<file path="config.mk">
export PLATFORM = sky130hd
export DESIGN_NAME = fpu8_arbiter_flat
export DESIGN_NICKNAME = d
export VERILOG_FILES = /design/src/rtl/FPU_PACK.sv /design/src/rtl/fpu8_arbiter_if.sv /design/src/rtl/rr_arbiter2.sv /design/src/rtl/fpu8_arbiter.sv /design/src/flat_wrapper.sv
export SDC_FILE = /design/constraint.sdc
export NUM_CORES = 1
export LEC_CHECK = 0
export ABC_AREA = 1
export BUFFER_PORTS_ARGS = -buffer_cell sky130_fd_sc_hd__clkbuf_2
export CAP_MARGIN = 20
export CORE_MARGIN = 2
export CORE_UTILIZATION = 42
export DETAILED_ROUTE_END_ITERATION = 6
export HOLD_SLACK_MARGIN = 0.02
export PLACE_DENSITY = 0.76
export SYNTH_ARGS = -nofsm -noshare
export SYNTH_HDL_FRONTEND = slang
export SYNTH_SLANG_ARGS = --single-unit
export TNS_END_PERCENT = 10
</file>
<file path="constraint.sdc">
create_clock -name CLK -period 1.25 [get_ports CLK]
set_input_delay 0.3125 -clock CLK [delete_from_list [all_inputs] [get_ports CLK]]
set_output_delay 0.3125 -clock CLK [all_outputs]
set_load 0.005 [all_outputs]
</file>
<file path="src/rtl/FPU_PACK.sv">
// Shared definitions for the two-requester FPU arbiter: widths, FSM encoding,
// FP operation codes and the request/response payload layouts.
package FPU_PACK;

    localparam int unsigned N_REQ        = 2;
    localparam int unsigned DATA_W       = 8;
    localparam int unsigned EXC_W        = 2;
    localparam int unsigned CNT_W        = 3;
    localparam int unsigned WAIT_CYC_DEF = 1;

    typedef enum logic [1:0] {
        ST_IDLE  = 2'd0,
        ST_ISSUE = 2'd1,
        ST_RESP  = 2'd2
    } state_t;

    typedef enum logic [1:0] {
        FP_ADD = 2'b00,
        FP_SUB = 2'b01,
        FP_MUL = 2'b10,
        FP_DIV = 2'b11
    } fp_op_t;

    typedef struct packed {
        logic [DATA_W-1:0] op_a;
        logic [DATA_W-1:0] op_b;
        fp_op_t            op;
        logic              rm;
    } req_t;

    typedef struct packed {
        logic [DATA_W-1:0] result;
        logic              is_exc;
        logic [EXC_W-1:0]  exc;
    } rsp_t;

    // One-hot response-valid vector for a requester index.
    function automatic logic [N_REQ-1:0] idx2onehot(input logic idx);
        return idx ? N_REQ'(2'b10) : N_REQ'(2'b01);
    endfunction

endpackage

</file>
<file path="src/rtl/fpu8_arbiter_if.sv">
// Requester-side handshake bus plus FPU-side operand/result bus of the arbiter.
interface fpu8_arbiter_if;

    logic [FPU_PACK::N_REQ-1:0]          REQ_VALID;
    logic [FPU_PACK::N_REQ-1:0]          REQ_READY;
    logic [2*FPU_PACK::DATA_W-1:0]       REQ_OP_A;
    logic [2*FPU_PACK::DATA_W-1:0]       REQ_OP_B;
    logic [3:0]                          REQ_OPERATION;
    logic [FPU_PACK::N_REQ-1:0]          REQ_ROUND_MODE;
    logic [FPU_PACK::N_REQ-1:0]          RSP_VALID;
    logic [FPU_PACK::N_REQ-1:0]          RSP_READY;
    logic [FPU_PACK::DATA_W-1:0]         RSP_RESULT;
    logic                                RSP_IS_EXCEPTION;
    logic [FPU_PACK::EXC_W-1:0]          RSP_EXCEPTION;

    logic                                FP_Start;
    logic [FPU_PACK::DATA_W-1:0]         FPU_OP_A;
    logic [FPU_PACK::DATA_W-1:0]         FPU_OP_B;
    logic [1:0]                          FP_OPERATION;
    logic                                FP_ROUND_MODE;
    logic [FPU_PACK::DATA_W-1:0]         OP_RESULT;
    logic                                OP_IS_EXCEPTION;
    logic [FPU_PACK::EXC_W-1:0]          FP_Exception;

    // Arbiter side.
    modport slave (
        input  REQ_VALID, REQ_OP_A, REQ_OP_B, REQ_OPERATION, REQ_ROUND_MODE, RSP_READY,
        input  OP_RESULT, OP_IS_EXCEPTION, FP_Exception,
        output REQ_READY, RSP_VALID, RSP_RESULT, RSP_IS_EXCEPTION, RSP_EXCEPTION,
        output FP_Start, FPU_OP_A, FPU_OP_B, FP_OPERATION, FP_ROUND_MODE
    );

    // Requesters together with the external FPU.
    modport master (
        output REQ_VALID, REQ_OP_A, REQ_OP_B, REQ_OPERATION, REQ_ROUND_MODE, RSP_READY,
        output OP_RESULT, OP_IS_EXCEPTION, FP_Exception,
        input  REQ_READY, RSP_VALID, RSP_RESULT, RSP_IS_EXCEPTION, RSP_EXCEPTION,
        input  FP_Start, FPU_OP_A, FPU_OP_B, FP_OPERATION, FP_ROUND_MODE
    );

endinterface

</file>
<file path="src/rtl/rr_arbiter2.sv">
// Two-way round-robin picker: a lone requester wins, a tie goes to the one
// that did not win last.
module rr_arbiter2 (
    input  logic [1:0] i_valid,
    input  logic       i_last,
    output logic [1:0] o_grant_c
);

    always_comb begin
        o_grant_c = 2'b00;
        case (i_valid)
            2'b01:   o_grant_c = 2'b01;
            2'b10:   o_grant_c = 2'b10;
            2'b11:   o_grant_c = i_last ? 2'b01 : 2'b10;
            default: o_grant_c = 2'b00;
        endcase
    end

endmodule

</file>
<file path="src/rtl/fpu8_arbiter.sv">
// Shares one external 8-bit FPU between two requesters: accept, hold FP_Start
// for WAIT_CYC cycles, capture the result and return it to the owner.
module fpu8_arbiter
    import FPU_PACK::*;
#(
    parameter int unsigned WAIT_CYC = WAIT_CYC_DEF
) (
    input  logic           CLK,
    input  logic           RST,
    fpu8_arbiter_if.slave  bus
);

    localparam logic [CNT_W-1:0] LAST_CNT = CNT_W'(WAIT_CYC - 1);

    state_t               r_state;
    state_t               w_state_nxt;
    logic                 r_last;
    logic                 r_owner;
    logic [CNT_W-1:0]     r_cnt;
    req_t                 r_req;
    rsp_t                 r_rsp;
    logic                 r_fp_start;
    logic [N_REQ-1:0]     r_rsp_valid;

    logic [N_REQ-1:0]     w_arb_valid;
    logic [N_REQ-1:0]     w_grant;
    logic                 w_accept;
    logic                 w_win;
    logic                 w_last_cyc;
    logic                 w_rsp_hs;
    req_t                 w_win_req;

    // Only arbitrate while idle and out of reset; grant doubles as REQ_READY.
    assign w_arb_valid = (r_state == ST_IDLE && !RST) ? bus.REQ_VALID : '0;

    rr_arbiter2 u_rr (
        .i_valid   (w_arb_valid),
        .i_last    (r_last),
        .o_grant_c (w_grant)
    );

    assign w_accept   = |w_grant;
    assign w_win      = w_grant[1];
    assign w_last_cyc = (r_cnt == LAST_CNT);
    assign w_rsp_hs   = (r_state == ST_RESP) && bus.RSP_READY[r_owner];

    always_comb begin
        w_win_req.op_a = w_win ? bus.REQ_OP_A[15:8] : bus.REQ_OP_A[7:0];
        w_win_req.op_b = w_win ? bus.REQ_OP_B[15:8] : bus.REQ_OP_B[7:0];
        w_win_req.op   = fp_op_t'(w_win ? bus.REQ_OPERATION[3:2] : bus.REQ_OPERATION[1:0]);
        w_win_req.rm   = bus.REQ_ROUND_MODE[w_win];
    end

    always_comb begin
        w_state_nxt = r_state;
        case (r_state)
            ST_IDLE:  if (w_accept)   w_state_nxt = ST_ISSUE;
            ST_ISSUE: if (w_last_cyc) w_state_nxt = ST_RESP;
            ST_RESP:  if (w_rsp_hs)   w_state_nxt = ST_IDLE;
            default:                  w_state_nxt = ST_IDLE;
        endcase
    end

    always_ff @(posedge CLK) begin
        if (RST) begin
            r_state <= ST_IDLE;
        end else begin
            r_state <= w_state_nxt;
        end
    end

    // Datapath: latch on accept, count Start cycles, capture, release on handshake.
    always_ff @(posedge CLK) begin
        if (RST) begin
            r_last      <= 1'b1;
            r_owner     <= 1'b0;
            r_cnt       <= '0;
            r_req       <= '0;
            r_rsp       <= '0;
            r_fp_start  <= 1'b0;
            r_rsp_valid <= '0;
        end else begin
            case (r_state)
                ST_IDLE: begin
                    if (w_accept) begin
                        r_last     <= w_win;
                        r_owner    <= w_win;
                        r_req      <= w_win_req;
                        r_cnt      <= '0;
                        r_fp_start <= 1'b1;
                    end
                end
                ST_ISSUE: begin
                    if (w_last_cyc) begin
                        r_rsp.result <= bus.OP_RESULT;
                        r_rsp.is_exc <= bus.OP_IS_EXCEPTION;
                        r_rsp.exc    <= bus.FP_Exception;
                        r_fp_start   <= 1'b0;
                        r_rsp_valid  <= idx2onehot(r_owner);
                    end else begin
                        r_cnt <= r_cnt + CNT_W'(1);
                    end
                end
                ST_RESP: begin
                    if (w_rsp_hs) begin
                        r_rsp_valid <= '0;
                    end
                end
                default: begin
                    r_fp_start  <= 1'b0;
                    r_rsp_valid <= '0;
                end
            endcase
        end
    end

    assign bus.REQ_READY        = w_grant;
    assign bus.RSP_VALID        = r_rsp_valid;
    assign bus.RSP_RESULT       = r_rsp.result;
    assign bus.RSP_IS_EXCEPTION = r_rsp.is_exc;
    assign bus.RSP_EXCEPTION    = r_rsp.exc;
    assign bus.FP_Start         = r_fp_start;
    assign bus.FPU_OP_A         = r_req.op_a;
    assign bus.FPU_OP_B         = r_req.op_b;
    assign bus.FP_OPERATION     = r_req.op;
    assign bus.FP_ROUND_MODE    = r_req.rm;

endmodule

</file>
<file path="src/flat_wrapper.sv">
// flat-port wrapper written by rule: the top's interface ports become plain ports
module fpu8_arbiter_flat import FPU_PACK::*;
#(
    parameter int unsigned WAIT_CYC = WAIT_CYC_DEF
)
  (CLK, RST, bus_REQ_VALID, bus_REQ_OP_A, bus_REQ_OP_B, bus_REQ_OPERATION, bus_REQ_ROUND_MODE, bus_RSP_READY, bus_OP_RESULT, bus_OP_IS_EXCEPTION, bus_FP_Exception, bus_REQ_READY, bus_RSP_VALID, bus_RSP_RESULT, bus_RSP_IS_EXCEPTION, bus_RSP_EXCEPTION, bus_FP_Start, bus_FPU_OP_A, bus_FPU_OP_B, bus_FP_OPERATION, bus_FP_ROUND_MODE);
  fpu8_arbiter_if bus_i ();
  input  logic CLK;
  input  logic RST;
  input wire logic [$bits(bus_i.REQ_VALID)-1:0] bus_REQ_VALID;
  input wire logic [$bits(bus_i.REQ_OP_A)-1:0] bus_REQ_OP_A;
  input wire logic [$bits(bus_i.REQ_OP_B)-1:0] bus_REQ_OP_B;
  input wire logic [$bits(bus_i.REQ_OPERATION)-1:0] bus_REQ_OPERATION;
  input wire logic [$bits(bus_i.REQ_ROUND_MODE)-1:0] bus_REQ_ROUND_MODE;
  input wire logic [$bits(bus_i.RSP_READY)-1:0] bus_RSP_READY;
  input wire logic [$bits(bus_i.OP_RESULT)-1:0] bus_OP_RESULT;
  input wire logic [$bits(bus_i.OP_IS_EXCEPTION)-1:0] bus_OP_IS_EXCEPTION;
  input wire logic [$bits(bus_i.FP_Exception)-1:0] bus_FP_Exception;
  output wire logic [$bits(bus_i.REQ_READY)-1:0] bus_REQ_READY;
  output wire logic [$bits(bus_i.RSP_VALID)-1:0] bus_RSP_VALID;
  output wire logic [$bits(bus_i.RSP_RESULT)-1:0] bus_RSP_RESULT;
  output wire logic [$bits(bus_i.RSP_IS_EXCEPTION)-1:0] bus_RSP_IS_EXCEPTION;
  output wire logic [$bits(bus_i.RSP_EXCEPTION)-1:0] bus_RSP_EXCEPTION;
  output wire logic [$bits(bus_i.FP_Start)-1:0] bus_FP_Start;
  output wire logic [$bits(bus_i.FPU_OP_A)-1:0] bus_FPU_OP_A;
  output wire logic [$bits(bus_i.FPU_OP_B)-1:0] bus_FPU_OP_B;
  output wire logic [$bits(bus_i.FP_OPERATION)-1:0] bus_FP_OPERATION;
  output wire logic [$bits(bus_i.FP_ROUND_MODE)-1:0] bus_FP_ROUND_MODE;
  assign bus_i.REQ_VALID = bus_REQ_VALID;
  assign bus_i.REQ_OP_A = bus_REQ_OP_A;
  assign bus_i.REQ_OP_B = bus_REQ_OP_B;
  assign bus_i.REQ_OPERATION = bus_REQ_OPERATION;
  assign bus_i.REQ_ROUND_MODE = bus_REQ_ROUND_MODE;
  assign bus_i.RSP_READY = bus_RSP_READY;
  assign bus_i.OP_RESULT = bus_OP_RESULT;
  assign bus_i.OP_IS_EXCEPTION = bus_OP_IS_EXCEPTION;
  assign bus_i.FP_Exception = bus_FP_Exception;
  assign bus_REQ_READY = bus_i.REQ_READY;
  assign bus_RSP_VALID = bus_i.RSP_VALID;
  assign bus_RSP_RESULT = bus_i.RSP_RESULT;
  assign bus_RSP_IS_EXCEPTION = bus_i.RSP_IS_EXCEPTION;
  assign bus_RSP_EXCEPTION = bus_i.RSP_EXCEPTION;
  assign bus_FP_Start = bus_i.FP_Start;
  assign bus_FPU_OP_A = bus_i.FPU_OP_A;
  assign bus_FPU_OP_B = bus_i.FPU_OP_B;
  assign bus_FP_OPERATION = bus_i.FP_OPERATION;
  assign bus_FP_ROUND_MODE = bus_i.FP_ROUND_MODE;
  fpu8_arbiter #(.WAIT_CYC(WAIT_CYC)) u_core (.CLK(CLK), .RST(RST), .bus(bus_i));
endmodule
</file>
==> flow_metrics.env, run 1 <==
export IMPL_status="finished, violations left"
export IMPL_violations="negative setup slack"
export IMPL_io_pins=90
export IMPL_arrival_ps=1150
export IMPL_mappedNetlistArea_sq_um=1962
export IMPL_synth_most_common_cell="nand3_1"
export IMPL_synth_top_area_cell="dfxtp_1"
export IMPL_cts_hold_buffers=0
export IMPL_root_buffer="clkbuf_8"
export IMPL_grt_antenna_before_repair=0
export IMPL_die_y_um=72.35
export IMPL_power_density_nw_per_um2=1134
export IMPL_worstSetupPathType="reg -> out"
export IMPL_slew_headroom=0.8308
export IMPL_grt_pass1_vias=1993
export IMPL_cap_violations=0
export IMPL_worst_pin_slew_ps=252.1
export IMPL_hold_path_class="in -> reg"
export IMPL_finalClockSkew_ps=9.673
export IMPL_dieWidth_um=72.35
export IMPL_synth_seq_cells=40
export IMPL_multi_input_area_sq_um=1045
export IMPL_cp_start_kind="flop"
export IMPL_io_buffers=89
export IMPL_cts_tree="built"
export IMPL_die_area_sq_um=5234
export IMPL_hold_path_end="u_core.bus.RSP_RESULT[5]$_SDFFE_PP0P_"
export IMPL_cts_buffer_depth=2
export IMPL_syn_num_nets=325
export IMPL_min_delay_start="bus_OP_RESULT[5]"
export IMPL_ys_seq_area_frac=0.4082
export IMPL_cp_required_ps=940
export IMPL_reg2reg_slack_ps=-70
export IMPL_drive_above_1_share=0.4347
export IMPL_clkSinkCount=40
export IMPL_synthArstFlopShare=0
export IMPL_setup_ws_ps=-215.5
export IMPL_fillers=379
export IMPL_fin_nets=432
export IMPL_grt_usage=0.2089
export IMPL_drtIter0Drc=114
export IMPL_layout_min_cycle_time_ps=1465
export IMPL_r2r_start="u_core.r_state[1]$_SDFFE_PP0P_"
export IMPL_viasPerCell=5.077
export IMPL_grt_pass1_wl_mm=8.687
export IMPL_finalWeightedCongestion=0.7796
export IMPL_synth_edf_count=0
export IMPL_via_count=2168
export IMPL_wl_per_cell_um=13.11
export IMPL_overflow=0
export IMPL_setup_viol=24
export IMPL_rsz0062_at_grt="true"
export IMPL_syn_avg_cell_area_sq_um=7.320
export IMPL_syn_to_final_growth_pct=45.41
export IMPL_cts_buffers=5
export IMPL_initial_core_util=0.4444
export IMPL_path_clk_slew_ps=80
export IMPL_drt_total_wl_mm=5.598
export IMPL_ff_latch_area_sq_um=808.3
export IMPL_remaining_drc_errors=0
export IMPL_regToRegEndpoint="u_core.r_cnt[0]$_SDFFE_PP0P_"
export IMPL_synthTopCellsByCount="nand3_1 (43), dfxtp_1 (40), nand2_1 (32)"
export IMPL_core_area_sq_um=4414
export IMPL_h_tree_depth=2
export IMPL_drt_pass1_iterations=4
export IMPL_period_share=1.172
export IMPL_ys_flop_type="dfxtp_1"
export IMPL_hold_viol=0
export IMPL_setup_worst_path_start="u_core.r_state[1]$_SDFFE_PP0P_"
export IMPL_synth_cell_type_count=22
export IMPL_diodes=0
export IMPL_syn_instance_count=268
export IMPL_min_path_cells=3
export IMPL_critPathCaptureType="primary output"
export IMPL_dp_cells=417
export IMPL_fin_cells=427
export IMPL_fp_row_count=24
export IMPL_ir_worst_vdd_mv=0.6533
export IMPL_holdWs_ps=266.5
export IMPL_ys_warn_count=0
export IMPL_clock_latency_ps=290
export IMPL_slew_viol_final=0
export IMPL_dp_hpwl_mm=3.898
export IMPL_path_max_fanout=4
export IMPL_p_leak_nw=1.376
export IMPL_yosysTopAreaCellShare=0.4082
export IMPL_detail_route_antenna_nets=0
export IMPL_max_freq_mhz=682.4
export IMPL_grt_max_degree=21
export IMPL_synthTopCellsByArea="dfxtp_1 (41%), nand3_1 (11%), o21bai_1 (7.3%)"
export IMPL_rr_worst_depth=8
[cells in the final DEF, fill, tap and decap left out, drive strengths merged]
master	instances
clkinv	1
nand3	47
o21bai	19
clkbuf	94
o21ai	17
buf	28
dfxtp	40
inv	34
xnor2	1
nor2	33
a21oi	23
nand2	36
ha	2
[cell families after synthesis]
logic type      after synthesis  synth area share
flops                        40            0.4082
simple gates                116            0.2787
xor+xnor                      1          0.004465
fa+ha+maj                     2           0.01275
buf+inv                      50            0.1173
compound gates               59            0.1786
[worst max-delay path by stage]
stage,endpoint,cells past startpoint
2_1_floorplan,u_core.bus.RSP_EXCEPTION[0]$_SDFFE_PP0P_,9
3_3_place_gp,bus_REQ_READY[0],5
3_5_place_dp,u_core.bus.RSP_RESULT[0]$_SDFFE_PP0P_,8
4_1_cts,bus_REQ_READY[1],4
5_1_grt,bus_REQ_READY[0],4
6_report,bus_REQ_READY[0],4
[layout make-up]
type	count	area share
Clock buffer	6	0.02544
Timing Repair Buffer	116	0.2539
Tap cell	52	0.02281
Inverter	34	0.04649
Clock inverter	1	0.001754
Multi-Input combinational cell	178	0.3662
Sequential cell	40	0.2833
[layer usage]
| layer | part of all wire | GRT usage | vias up |
|---|---|---|---|
| li1 | - | - | 1080 |
| met3 | 0.060 | 0.04583 | 15 |
| met4 | 0.026 | 0.1006 | 0 |
| met5 | 0 | 0 | - |
| met1 | 0.43 | 0.2474 | 986 |
| met2 | 0.48 | 0.3568 | 87 |
[worst max-delay path, stage by stage, from the launching register on]
cell and delay [ps]:
dfxtp_2 350, nor2_4 140, nand2_4 90, nor2_4 150, clkbuf_2 130
[power breakdown]
group | total, mW | switching, mW | internal, mW | leakage, nW
Sequential | 1.46 | 0.0693 | 1.39 | 0.330
Clock | 0.807 | 0.428 | 0.380 | 0.0410
Combinational | 0.964 | 0.508 | 0.456 | 1.00
Total | 3.24 | 1.00 | 2.23 | 1.38
[state kept, by name (all words and copies together), names as in the netlist]
name and count:
u_core.bus.RSP_EXCEPTION 2, u_core.bus.RSP_IS_EXCEPTION 1, u_core.r_cnt 3, u_core.bus.FP_Start 1, u_core.bus.FPU_OP_A 8, u_core.r_owner 1
u_core.r_last 1, u_core.bus.FP_ROUND_MODE 1, u_core.bus.FPU_OP_B 8, u_core.bus.RSP_RESULT 8, u_core.bus.RSP_VALID 2, u_core.r_state 2
u_core.bus.FP_OPERATION 2
[timing repair]
item                       CTS  global route
setup endpoints to repair   29            41
resized for setup           19            35
setup buffers                1             2
hold endpoints to repair     0             0
pin swaps                    2             4
[through the flow]
stage,setup slack [ps],TNS (ps),instance area (sq um),power [mW],utilization
2_1_floorplan,42.23,0,1962,1.944,-
3_3_place_gp,-14.16,-14.16,2615,2.314,0.5924
3_5_place_dp,-30.42,-177.0,2615,2.336,0.5924
4_1_cts,-162.1,-424.6,2724,3.151,0.6171
5_1_grt,-248.5,-2885,2853,3.392,0.6463
6_report,-215.5,-1315,2853,3.235,0.6463
No activity file was read; power rests on OpenSTA's default activity.
==> inputs of run 2 (changes only) <==
Settings changed: CORE_ASPECT_RATIO set to 0.5.
==> run 2 against run 1 <==
The flow still finishes with violations (negative setup slack). Design area decreased by 2.7%. Routed wire length decreased by 5.5%. Count of clock-buffer cells in the layout unchanged. Via count decreased by 2.1%. Sequential power about the same. Register-to-register slack got worse by 20 ps. Flip-flop and latch count unchanged. Fmax increased by 5.8%. Largest power group unchanged.
==> flow_metrics.env, run 2 (same netlist as run 1, synthesis figures left out) <==
export IMPL_power_switching_mw=0.9752
export IMPL_intPower_mw=2.247
export IMPL_cts_tree="built"
export IMPL_holdWs_ps=256.9
export IMPL_period_share=1.108
export IMPL_arrival_ps=1070
export IMPL_drt_total_wl_mm=5.292
export IMPL_grt_usage=0.2050
export IMPL_final_cell_mix="clkbuf_2 (89), nand3_1 (41), dfxtp_1 (36), nand2_1 (31), nor2_1 (27)"
export IMPL_cts_hold_buffers=0
export IMPL_wl_per_cell_um=12.31
export IMPL_path_buf_inv=1
export IMPL_dieWidth_um=100.7
export IMPL_via_count=2123
export IMPL_initial_core_util=0.4413
export IMPL_violations="negative setup slack"
export IMPL_overflow=0
export IMPL_swShare=0.3027
export IMPL_min_delay_start="bus_OP_IS_EXCEPTION"
export IMPL_cts_buffer_depth=2
export IMPL_power_density_nw_per_um2=1161
export IMPL_remaining_drc_errors=0
export IMPL_grt_pass1_vias=2040
export IMPL_worstSetupPathType="reg -> out"
export IMPL_cp_start_kind="flop"
export IMPL_drtIter0Drc=72
export IMPL_critPathCaptureType="primary output"
export IMPL_h_tree_depth=2
export IMPL_status="finished, violations left"
export IMPL_syn_to_final_growth_pct=41.45
export IMPL_critPathMostFrequentCell="nor2_4"
export IMPL_p_comb_frac=0.276
export IMPL_pwr_share_seq=0.454
export IMPL_diodes=0
export IMPL_rsz0062_at_grt="true"
export IMPL_r2r_start="u_core.r_state[0]$_SDFFE_PP0P_"
export IMPL_place_ws_ps=-53.80
export IMPL_drive_above_1_share=0.4236
export IMPL_hold_path_end="u_core.bus.RSP_IS_EXCEPTION$_SDFFE_PP0P_"
export IMPL_setup_worst_path_start="u_core.r_state[0]$_SDFFE_PP0P_"
export IMPL_io_buffers=89
export IMPL_reg2reg_slack_ps=-90
export IMPL_cts_buffers=5
export IMPL_cpPeakStageDelay_ps=350
export IMPL_slowest_stage="dfxtp_4"
export IMPL_max_freq_mhz=721.7
export IMPL_grt_pass1_wl_mm=8.576
export IMPL_tns_ps=-1854
export IMPL_regToRegEndpoint="u_core.r_cnt[2]$_SDFFE_PP0P_"
export IMPL_cap_violations=0
export IMPL_mostFrequentLayoutCell="clkbuf_2"
export IMPL_path_clk_slew_ps=70
export IMPL_path_max_fanout=3
export IMPL_min_path_cells=3
export IMPL_dp_hpwl_mm=3.847
export IMPL_layout_min_cycle_time_ps=1386
export IMPL_pwr_share_clk=0.270
export IMPL_clock_latency_ps=290
export IMPL_hold_path_class="in -> reg"
export IMPL_drt_pass1_iterations=4
export IMPL_hold_viol=0
export IMPL_worst_pin_slew_ps=326.3
export IMPL_clkSinkCount=40
export IMPL_fillers=393
export IMPL_rr_worst_depth=8
export IMPL_die_y_um=52.33
export IMPL_slew_headroom=0.7821
export IMPL_cpLargestDelayFamily="flip-flops"
export IMPL_grt_max_degree=20
export IMPL_ir_worst_vdd_mv=0.4174
export IMPL_die_area_sq_um=5267
export IMPL_p_leak_nw=1.353
export IMPL_cp_required_ps=940
export IMPL_viasPerCell=4.937
export IMPL_root_buffer="clkbuf_8"
export IMPL_finalWeightedCongestion=0.8347
export IMPL_finalClockSkew_ps=6.098
export IMPL_crit_chain="nor2_4 -> nand2_4 -> nor2_4 -> clkbuf_2"
export IMPL_setup_viol=24
export IMPL_detail_route_antenna_nets=0
export IMPL_io_pins=90
export IMPL_fp_row_count=17
export IMPL_setup_ws_ps=-135.6
export IMPL_core_area_sq_um=4446
export IMPL_grt_antenna_before_repair=0
export IMPL_slew_viol_final=0
export IMPL_fin_nets=429
[run 2: cell count changes in the layout (fill, tap and decap cells not counted), sizes merged]
cell	change
buf	-4
clkbuf	+1
clkinv	+1
[run 2: power by group through the flow]
stage                     registers, mW  clock network, mW  logic, mW
final                              1.46              0.871      0.888
after floorplan                    1.49                  0      0.451
after global routing               1.47              0.940       1.00
after global placement             1.49                  0      0.762
after CTS                          1.46              0.901      0.824
after detailed placement           1.49                  0      0.781
[run 2: worst register-to-register path, cell delays in order, from the launching register on]
cell and delay, ps:
dfxtp_4 350, nor2_4 140, buf_4 150, nand3_2 80
nand2_2 130, inv_2 70, buf_4 150, nand3_1 80
a21oi_1 80
[run 2: routing by layer]
layer | part of all wire | vias up | GRT usage
met2 | 0.52 | 65 | 0.3900
met3 | 0.054 | 4 | 0.04933
met5 | 0 | - | 0
met1 | 0.42 | 979 | 0.2325
li1 | - | 1075 | -
met4 | 0.0083 | 0 | 0.05708
[run 2: metrics by stage]
step / util / instances / power (mW) / instance area, sq um
floorplan: - / 268 / 1.944 / 1962
global placement: 0.5716 / 418 / 2.249 / 2541
detailed placement: 0.5716 / 418 / 2.271 / 2541
CTS: 0.6048 / 429 / 3.187 / 2689
global route: 0.6243 / 430 / 3.413 / 2775
finish: 0.6243 / 430 / 3.222 / 2775
[run 2: worst max path at each step]
stage / end / slack, ps / depth (start not counted)
finish: bus_REQ_READY[0] / -140 / 4
global route: bus_REQ_READY[0] / -190 / 4
CTS: bus_REQ_READY[1] / -120 / 4
detailed placement: u_core.bus.RSP_RESULT[0]$_SDFFE_PP0P_ / -50 / 8
global placement: u_core.bus.RSP_RESULT[0]$_SDFFE_PP0P_ / 9 / 8
floorplan: u_core.bus.RSP_EXCEPTION[0]$_SDFFE_PP0P_ / 40 / 9
[run 2: area by class of cell]
| cell class | count | area [sq um] | area share |
|---|---|---|---|
| timing repair buffer | 113 | 653.1 | 0.2353 |
| multi-input combinational | 178 | 1012 | 0.3647 |
| tap | 57 | 71.32 | 0.02570 |
| inverter | 34 | 135.1 | 0.04869 |
| clock buffer | 6 | 82.58 | 0.02976 |
| sequential | 40 | 810.8 | 0.2922 |
| clock inverter | 2 | 10.01 | 0.003607 |
[run 2: timing repair]
action / CTS / global route
setup buffers: 3 / 1
pin swaps: 4 / 10
endpoints found under the setup margin: 18 / 40
gates resized for setup: 18 / 28
endpoints found under the hold margin: 0 / 0
gates cloned: 0 / 0
==> inputs of run 3 (changes only) <==
Clock period 1.25 ns to 1.19 ns, I/O delays scaled along.
==> run 3 against run 2 <==
The flow still finishes with violations (negative setup slack). First-iteration DRC count increased by 2.8%. Hold slack got worse by 22 ps. Combinational power increased by 13%. Flip-flop and latch count unchanged. Design area increased by 4.7%. Utilization increased by 3.0 points. Sequential share of layout area decreased by 1.4 points. Count of clock-buffer cells in the layout decreased by 1. Routed wire length increased by 0.74%. Final cell count increased by 1.6%. Critical path type unchanged.
==> flow_metrics.env, run 3 (same netlist as run 1, synthesis figures left out) <==
export IMPL_die_y_um=52.33
export IMPL_r2r_start="u_core.r_state[0]$_SDFFE_PP0P_"
export IMPL_hold_viol=0
export IMPL_cpLargestDelayFamily="flip-flops"
export IMPL_min_delay_start="bus_OP_RESULT[7]"
export IMPL_power_density_nw_per_um2=1257
export IMPL_diodes=0
export IMPL_violations="negative setup slack"
export IMPL_max_freq_mhz=721.1
export IMPL_clock_latency_ps=290
export IMPL_clkSinkCount=40
export IMPL_slew_headroom=0.8573
export IMPL_cts_hold_buffers=0
export IMPL_drt_pass1_iterations=4
export IMPL_io_pins=90
export IMPL_min_path_cells=3
export IMPL_grt_pass1_wl_mm=8.894
export IMPL_die_area_sq_um=5267
export IMPL_setup_worst_path_start="u_core.r_state[0]$_SDFFE_PP0P_"
export IMPL_worstSetupPathType="reg -> out"
export IMPL_critPathMostFrequentCell="nor2_4"
export IMPL_syn_to_final_growth_pct=48.15
export IMPL_fin_nets=436
export IMPL_drtIter0Drc=74
export IMPL_cp_start_kind="flop"
export IMPL_layout_min_cycle_time_ps=1387
export IMPL_path_clk_slew_ps=80
export IMPL_setup_ws_ps=-196.7
export IMPL_slowest_stage="dfxtp_2"
export IMPL_via_count=2161
export IMPL_core_area_sq_um=4446
export IMPL_worst_pin_slew_ps=213.7
export IMPL_mostFrequentLayoutCell="clkbuf_2"
export IMPL_io_buffers=89
export IMPL_hold_path_class="in -> reg"
export IMPL_post_route_util=0.6538
export IMPL_wl_per_cell_um=12.20
export IMPL_grt_usage=0.2105
export IMPL_overflow=0
export IMPL_grt_antenna_before_repair=0
export IMPL_drive_above_1_share=0.4579
export IMPL_rr_worst_depth=7
export IMPL_crit_chain="nor2_4 -> nand2_4 -> nor2_4 -> clkbuf_2"
export IMPL_remaining_drc_errors=0
export IMPL_arrival_ps=1090
export IMPL_dp_hpwl_mm=3.951
export IMPL_cts_buffer_depth=2
export IMPL_critPathCaptureType="primary output"
export IMPL_slew_viol_final=0
export IMPL_finalWeightedCongestion=0.7966
export IMPL_dieWidth_um=100.7
export IMPL_root_buffer="clkbuf_8"
export IMPL_grt_max_degree=20
export IMPL_path_buf_inv=1
export IMPL_status="finished, violations left"
export IMPL_cts_buffers=5
export IMPL_reg2reg_slack_ps=-110
export IMPL_cp_required_ps=890
export IMPL_period_share=1.165
export IMPL_ir_worst_vdd_mv=0.5439
export IMPL_cts_tree="built"
export IMPL_cap_violations=0
export IMPL_placed_area_sq_um=2633
export IMPL_rsz0062_at_grt="true"
export IMPL_path_max_fanout=3
export IMPL_final_cell_mix="clkbuf_2 (89), nand3_1 (42), dfxtp_1 (37), nand2_1 (31), inv_1 (26)"
export IMPL_final_area_sq_um=2907
export IMPL_setup_viol=29
export IMPL_viasPerCell=4.945
export IMPL_initial_core_util=0.4413
export IMPL_crit_cells=4
export IMPL_grt_pass1_vias=2166
export IMPL_h_tree_depth=2
export IMPL_p_leak_nw=1.405
export IMPL_finalClockSkew_ps=6.318
export IMPL_cpPeakStageDelay_ps=340
export IMPL_fp_row_count=17
export IMPL_detail_route_antenna_nets=0
export IMPL_drt_total_wl_mm=5.331
-- run 3: cell count changes in the layout (fill, tap and decap cells not counted), sizes merged --
cell,before,now
buf,24,31
bufinv,0,1
clkbuf,95,94
clkinv,2,1
clkinvlp,0,1
-- run 3: timing repair --
item,in CTS,in global routing
endpoints found under the setup margin,38,40
setup buffers,4,0
pin swaps,3,5
cloned,0,0
gates resized for setup,34,20
-- run 3: final timing paths --
path                                              to
max reg2reg  u_core.bus.FP_OPERATION[1]$_SDFFE_PP0P_
min reg2reg      u_core.bus.FPU_OP_B[1]$_SDFFE_PP0P_
min            u_core.bus.RSP_RESULT[7]$_SDFFE_PP0P_
max                                 bus_REQ_READY[0]
-- run 3: stage by stage --
step | instances | setup WS [ps] | power, mW | setup TNS, ps | hold WS (ps)
floorplan | 268 | 9.992 | 2.043 | 0 | 445.3
global placement | 425 | -24.47 | 2.412 | -346.5 | 452.5
detailed placement | 425 | -92.35 | 2.443 | -1691 | 457.1
CTS | 437 | -167.8 | 3.609 | -1614 | 235.2
global route | 437 | -230.3 | 3.837 | -5379 | 259.9
finish | 437 | -196.7 | 3.652 | -2595 | 235.0
-- run 3: worst register-to-register path: cells and delay by family, from the launching register on --
family,cells,cell delay (ps)
buf+inv,2,280
flops,1,340
simple gates,3,330
compound gates,2,260
-- run 3: where the power goes --
group,switching [mW],leakage (nW),internal (mW)
Combinational,0.519,1.02,0.485
Sequential,0.0751,0.330,1.46
Clock,0.490,0.0541,0.621
-- run 3: per-layer routing --
layer,vias up,routed length (um),part of all wire,GRT usage
li1,1093,-,-,-
met1,998,2206,0.41,0.2257
met2,64,2787,0.52,0.4078
met3,6,291,0.055,0.05200
met4,0,46,0.0086,0.07763
met5,-,0,0,0
-- run 3: layout make-up --
class | instances | area, sq um
Inverter | 34 | 135.1
Fill cell | 362 | 1539
Clock inverter | 3 | 42.54
Clock buffer | 5 | 68.82
Tap cell | 57 | 71.32
Sequential cell | 40 | 807.0
Multi-Input combinational cell | 178 | 1035
Timing Repair Buffer | 120 | 747.0
